File: src/rtl/pmp_csr_file.sv
// pmp_csr_file: machine-mode pmpcfg0-3 / pmpaddr0-15 register bank with lock, TOR-lock and WARL rules.
module pmp_csr_file (
    input  logic        clk,
    input  logic        rst,
    input  logic        csr_we,
    input  logic [1:0]  csr_op,
    input  logic [11:0] csr_addr,
    input  logic [31:0] csr_wdata,
    output logic [31:0] csr_rdata,
    output logic        csr_hit,
    output logic [31:0] pmpcfg0_data,
    output logic [31:0] pmpcfg1_data,
    output logic [31:0] pmpcfg2_data,
    output logic [31:0] pmpcfg3_data,
    output logic [31:0] pmpaddr0_data,
    output logic [31:0] pmpaddr1_data,
    output logic [31:0] pmpaddr2_data,
    output logic [31:0] pmpaddr3_data,
    output logic [31:0] pmpaddr4_data,
    output logic [31:0] pmpaddr5_data,
    output logic [31:0] pmpaddr6_data,
    output logic [31:0] pmpaddr7_data,
    output logic [31:0] pmpaddr8_data,
    output logic [31:0] pmpaddr9_data,
    output logic [31:0] pmpaddr10_data,
    output logic [31:0] pmpaddr11_data,
    output logic [31:0] pmpaddr12_data,
    output logic [31:0] pmpaddr13_data,
    output logic [31:0] pmpaddr14_data,
    output logic [31:0] pmpaddr15_data
);
    logic [31:0]  cfg [4];
    logic [31:0]  addr [16];
    logic [127:0] cfg_flat;
    logic [15:0]  lock, tor, addr_lock;
    logic         is_cfg, is_addr, commit;
    logic [31:0]  cur, cand, cfg_next;

    function automatic logic [7:0] warl(input logic [7:0] b);
        return {b[7], 2'b00, b[4:2], b[1] & b[0], b[0]};
    endfunction

    assign is_cfg    = csr_addr[11:2] == 10'h0E8;
    assign is_addr   = csr_addr[11:4] == 8'h3B;
    assign csr_hit   = is_cfg | is_addr;
    assign commit    = csr_we & csr_hit & (csr_op != 2'b00);
    assign cur       = is_cfg ? cfg[csr_addr[1:0]] : is_addr ? addr[csr_addr[3:0]] : 32'h0;
    assign csr_rdata = cur;
    assign cand      = csr_op == 2'b01 ? csr_wdata : csr_op == 2'b10 ? cur | csr_wdata : cur & ~csr_wdata;
    assign cfg_flat  = {cfg[3], cfg[2], cfg[1], cfg[0]};

    always_comb begin
        lock = '0;
        tor  = '0;
        for (int n = 0; n < 16; n++) begin
            lock[n] = cfg_flat[8*n+7];
            tor[n]  = cfg_flat[8*n+3 +: 2] == 2'b01;
        end
    end

    // an entry's address is also frozen when the next entry is a locked TOR top
    assign addr_lock = lock | {1'b0, lock[15:1] & tor[15:1]};

    always_comb begin
        cfg_next = cur;
        for (int k = 0; k < 4; k++)
            if (!cur[8*k+7]) cfg_next[8*k +: 8] = warl(cand[8*k +: 8]);
    end

    always_ff @(posedge clk or posedge rst) begin
        if (rst) begin
            for (int j = 0; j < 4; j++) cfg[j] <= '0;
            for (int n = 0; n < 16; n++) addr[n] <= '0;
        end else if (commit) begin
            if (is_cfg) cfg[csr_addr[1:0]] <= cfg_next;
            else if (!addr_lock[csr_addr[3:0]]) addr[csr_addr[3:0]] <= cand;
        end
    end

    assign pmpcfg0_data   = cfg[0];
    assign pmpcfg1_data   = cfg[1];
    assign pmpcfg2_data   = cfg[2];
    assign pmpcfg3_data   = cfg[3];
    assign pmpaddr0_data  = addr[0];
    assign pmpaddr1_data  = addr[1];
    assign pmpaddr2_data  = addr[2];
    assign pmpaddr3_data  = addr[3];
    assign pmpaddr4_data  = addr[4];
    assign pmpaddr5_data  = addr[5];
    assign pmpaddr6_data  = addr[6];
    assign pmpaddr7_data  = addr[7];
    assign pmpaddr8_data  = addr[8];
    assign pmpaddr9_data  = addr[9];
    assign pmpaddr10_data = addr[10];
    assign pmpaddr11_data = addr[11];
    assign pmpaddr12_data = addr[12];
    assign pmpaddr13_data = addr[13];
    assign pmpaddr14_data = addr[14];
    assign pmpaddr15_data = addr[15];
endmodule

File: config.mk
export PLATFORM = sky130hd
export DESIGN_NAME = pmp_csr_file
export DESIGN_NICKNAME = d
export VERILOG_FILES = /design/src/rtl/pmp_csr_file.sv
export SDC_FILE = /design/constraint.sdc
export NUM_CORES = 1
export LEC_CHECK = 0
export CAP_MARGIN = 20
export CORE_AREA = 2 2 280 282
export CTS_BUF_LIST = sky130_fd_sc_hd__clkbuf_8
export CTS_CLUSTER_DIAMETER = 60
export DETAILED_ROUTE_END_ITERATION = 16
export DIE_AREA = 0 0 282 284
export GPL_TIMING_DRIVEN = 0
export PLACE_DENSITY = 0.7
export SLEW_MARGIN = 10
export SYNTH_ARGS = -nofsm -noshare
export SYNTH_HDL_FRONTEND = slang
export SYNTH_SLANG_ARGS = --single-unit
File: constraint.sdc
create_clock -name clk -period 25.6 [get_ports clk]
set_clock_uncertainty 0.15 [all_clocks]
set_input_delay 3.84 -clock clk [delete_from_list [all_inputs] [get_ports clk]]
set_output_delay 3.84 -clock clk [all_outputs]
set_load 0.01 [all_outputs]
; Yosys cells after proc, flatten, opt, wreduce, memory -nomap -nowiden
; Index checks and enable logic that the tools add are counted.
[op_classes]
magnitude_cmp = 5
n_eq_ne = 19
muxes = 22
bitwise = 16
n_reduce_logical = 5
[ops]
columns = cell, count
row1 = 512-bit bitwise mux, 1
row2 = 32-bit 2-to-1 mux, 10
row3 = 32-bit binary-select mux with 4-bit select, 1
row4 = 128-bit bitwise mux, 1
row5 = 32-bit demux with 4-bit select, 1
row6 = 32-bit binary-select mux with 2-bit select, 1
row7 = 32-bit demux with 2-bit select, 1
row8 = 32-bit AND, 1
row9 = "2-bit by 1-bit equality test with 1-bit output, second input constant", 16
row10 = 8-bit 2-to-1 mux, 4
row11 = 32-bit NOT, 1
row12 = 32-bit bitwise OR, 1
row13 = 16-bit by 15-bit bitwise OR with 16-bit output, 1
row14 = 15-bit AND, 1
row15 = "10-bit by 8-bit equality test with 1-bit output, second input constant", 1
row16 = "8-bit by 6-bit equality test with 1-bit output, second input constant", 1
row17 = 1-bit AND, 6
row18 = "5-bit greater-or-equal comparator, second input constant", 1
row19 = "4-bit by 5-bit < comparator with 1-bit output, second input constant", 1
row20 = "5-bit by 1-bit < comparator with 1-bit output, second input constant", 1
row21 = 4-bit NOT with 5-bit output, 1
row22 = 1-bit binary-select mux with 4-bit select, 1
row23 = "3-bit greater-or-equal comparator, second input constant", 1
row24 = "3-bit by 1-bit < comparator with 1-bit output, second input constant", 1
row25 = other kinds (9), 11
[word_totals]
regBits = 640
input_bits = 49
elab_cells = 87

; Depth between registers and ports, before layout
[logic_depth]
word_depth = 12
ltp_mapped = 12
ltp_nobuf = 7

; Worst setup path before layout
; OpenSTA, ideal clock, no wires.
[synth_timing]
path_type = input -> output
start = input port csr_addr[0]
end = output port csr_rdata[0]
t_arrival_ns = 5.461
required_time_ns = 21.610
setup_slack_ns = 16.149
path_stages = 8
n_path_buf = 4
path_cell_list = buf_6 > buf_8 > buf_8 > buf_4 > mux4_2 > mux2_2 > nand2_1 > nand3_1
[synth_via]
elab_chain_len = 6
word_cells_on_any_way = 10
classes_between = mux (8) / bitwise (2)
[synth_lines]
columns = item, line
row1 = "start, declared", 7  ; input logic [11:0] csr_addr,
row2 = 4-bit NOT with 5-bit output (implied by the code), 47  ; assign cur = is_cfg ? cfg[csr_addr[1:0]] : is_addr ? addr[csr_addr[3:0]] : 32'h0;
row3 = 32-bit binary-select mux with 4-bit select, 47
row4 = 32-bit 2-to-1 mux (implied by the code) (2 in series), 47
row5 = 32-bit 2-to-1 mux, 47
row6 = 32-bit 2-to-1 mux (*), 47
row7 = "end, declared", 9  ; output logic [31:0] csr_rdata,
; Every way passes the cells marked *; elsewhere a longest branch is shown, timed or not. The select of a mux whose other input is x is not followed.

; Final worst setup path
[layout_timing]
start = input port csr_addr[1]
end = output port csr_rdata[9]
; The elaborated chain is that of the path after synthesis.

==> impl_metrics.env <==
export IMPL_hold_ws_ns=0.367
export IMPL_cp_max_fo=10
export IMPL_drive_gt1_share_pct=31.8
export IMPL_avgRoutedWirePerCell_um=37.0
export IMPL_most_common_layout_cells="clkdlybuf4s50_1 (717), dfrtp_1 (640), mux2_2 (531)"
export IMPL_io_buffers=717
export IMPL_wl_um=154000
export IMPL_start_util_pct=39.7
export IMPL_path_buf_inv=6
export IMPL_via_per_inst=6.10
export IMPL_min_period_ns=12.53
export IMPL_grt_ovfl_total=0
export IMPL_p_per_area_mw_per_mm2=51.6
export IMPL_post_synth_num_cell_types=60
export IMPL_grt_pass1_vias=26100
export IMPL_core_area_mm2=0.0770
export IMPL_post_cts_buffers=0
export IMPL_async_flop_share_pct=100
export IMPL_cp_start_kind="input port"
export IMPL_postRouteAntennaNets=0
export IMPL_timing_slew_headroom_pct=11.7
export IMPL_cts_sinks=640
export IMPL_final_common_cell="clkdlybuf4s50_1"
export IMPL_slowest_delay_ns=0.68
export IMPL_rows=102
export IMPL_tightestPinTransition_ns=1.31
export IMPL_finalHoldViolCount=0
export IMPL_fmax_ghz=0.0798
export IMPL_nNetsFinal=3086
export IMPL_synth_ff_type="dfrtp_1"
export IMPL_cts_made_buffers=111
export IMPL_die_x_um=282
export IMPL_antenna_found_initial=20
export IMPL_setup_viol=0
export IMPL_p_leak_nw=18.7
export IMPL_yosys_warnings=0
export IMPL_clk_latency_ns=0.76
export IMPL_worstPathRequired_ns=21.61
export IMPL_crit_slowest_cell="buf_2"
export IMPL_fillCellCount=6504
export IMPL_ctsHoldBuffers=0
export IMPL_ctsResizeCount=0
export IMPL_dpl_cell_area_mm2=0.0393
export IMPL_h_tree_depth=3
export IMPL_drt_iter0_markers=2497
export IMPL_crit_path_end_kind="primary output"
export IMPL_min_period_over_period_pct=48.9
export IMPL_report_final_slew_viol_count=0
export IMPL_grt_pass1_wl_um=210000
export IMPL_cts_tree="built"
export IMPL_clock_root_buffer="clkbuf_8"
export IMPL_cts_path_max_buffers=3
export IMPL_clk_pin_slew_ns=0.06
export IMPL_io_pins=722
export IMPL_drcViolationCount=0
export IMPL_vias=25500
export IMPL_synth_ff_latch_count=640
export IMPL_avgSynthCellArea_um2=14.0
export IMPL_final_area_mm2=0.0417
export IMPL_die_area_mm2=0.0801
export IMPL_synth_edf_count=0
export IMPL_crit_family="buffers and inverters"
export IMPL_hold_class="flop to flop"
export IMPL_rsz0062_at_grt="no"
export IMPL_max_cap_viol_count=0
export IMPL_cp_cell_sequence="clkdlybuf4s50_1 > buf_4 > buf_4 > buf_2 > buf_2 > mux4_2 > a22oi_1 > o211ai_1 > clkdlybuf4s50_1"
export IMPL_syn_area_mm2=0.0305
export IMPL_synthesis_nets=2234
export IMPL_die_y_um=284
export IMPL_cp_arrival_ns=8.54
export IMPL_critical_path_class="input port to primary output"
export IMPL_synthCells=2185
export IMPL_gp_congestion=0.941
export IMPL_dpl_hpwl_um=116000
export IMPL_grt_usage_pct=38.0
export IMPL_synth_seq_area_share_pct=52.4
export IMPL_grt_max_degree=126
export IMPL_peakVddDrop_mv=0.0404
export IMPL_status="finished clean"
export IMPL_first_pass_iters=6
export IMPL_synthToLayoutAreaGrowth_pct=36.6
==> power breakdown <==
part | switching [mW] | internal [mW]
registers | 0.00215 | 1.01
logic | 0.105 | 0.0430
clock network | 0.452 | 0.537
==> logic make-up after synthesis <==
family | after synthesis | share of synthesized area (%)
buffers and inverters | 194 | 3.17
XOR/XNOR | 24 | 0.688
multiplexers | 717 | 32.2
AND/OR/NAND/NOR | 300 | 4.31
flip-flops | 640 | 52.4
AO/OA/AOI/OAI | 310 | 7.24
==> Yosys cell counts, drive strengths merged, types with 3 or more instances <==
master   number  area share, %
a22o          5           0.14
buf         118            2.2
clkbuf       57           0.70
o2111ai       4           0.11
mux4        158             12
or3           3          0.061
nor2         48           0.59
nand4         5           0.10
mux2i        27           0.88
nor3          9           0.15
a22oi        43            1.1
o211ai        9           0.22
a31oi        25           0.57
inv          18           0.22
and2          3          0.061
o311ai        9           0.45
a21oi        31           0.51
a311oi        3          0.086
nand2       182            2.2
mux2        532             20
and3b         3          0.086
o21a         21           0.54
and3          5           0.10
xnor2        24           0.69
a211o        18           0.54
o31ai        64            1.6
nor2b         8           0.16
o21ai        68            1.1
nand3        17           0.28
dfrtp       640             52
==> layer usage <==
layer  part of all wire [%]  global-route usage, %  up-vias
li1                       -                      -     9955
met1                     37                   46.0    13400
met2                     46                   59.3     1678
met3                     11                   13.3      414
met4                    6.3                   20.5        8
met5                  0.030                      0        -
==> final timing paths <==
check,from,to,slack (ns),cells after the start
max,csr_addr[1],csr_rdata[9],13.07,9
min,pmpcfg3_data[13],pmpcfg3_data[13],0.37,2
max reg2reg,pmpcfg3_data[12],pmpaddr8_data[12],21.56,7
min reg2reg,pmpcfg3_data[13],pmpcfg3_data[13],0.37,2
max in group asynchronous,rst,pmpaddr8_data[12],19.91,5
min in group asynchronous,rst,pmpaddr13_data[21],3.45,2
==> flip-flops by register name (all words and copies together) (netlist names) <==
name and cells:
pmpaddr5_data 32, pmpaddr10_data 32, pmpaddr6_data 32, pmpaddr13_data 32, pmpaddr12_data 32, pmpcfg1_data 32
pmpaddr3_data 32, pmpaddr2_data 32, pmpaddr15_data 32, pmpcfg3_data 32, pmpaddr9_data 32, pmpaddr0_data 32
pmpaddr14_data 32, pmpcfg0_data 32, pmpaddr7_data 32, pmpaddr11_data 32, pmpcfg2_data 32, pmpaddr1_data 32
pmpaddr4_data 32, pmpaddr8_data 32
==> cell type report <==
| cell class | instances | area [µm²] | share of cell area, % |
|---|---|---|---|
| plain buffers | 175 | 900 | 2.16 |
| clock buffers | 135 | 1860 | 4.45 |
| multi-input cells | 1351 | 13600 | 32.5 |
| repair buffers | 739 | 7510 | 18.0 |
| flip-flops and latches | 640 | 16000 | 38.4 |
| inverters | 19 | 78.8 | 0.189 |
| well taps | 1040 | 1300 | 3.12 |
| clock inverters | 57 | 442 | 1.06 |
| diodes | 15 | 37.5 | 0.0900 |
==> tightest hold or removal path, delay by kind of cell, from the launching register on <==
kind | cells | cell delay [ns]
DFF | 1 | 0.37
AOI/OAI and AO/OA | 1 | 0.06
and+or+nand+nor | 1 | 0.05
==> metrics by stage <==
step	power (mW)	TNS (ns)	utilization, %	cells	setup slack (ns)
after floorplan	1.11	0	-	2185	3.68
after global placement	1.18	-1711.89	50.7	3942	-2.78
after detailed placement	1.18	0	51.1	3958	13.25
after CTS	2.16	0	54.1	4150	13.23
after global routing	2.21	0	54.2	4168	13.09
final	2.15	0	54.2	4171	13.07
Note: power is estimated with default switching activity, not from simulation.
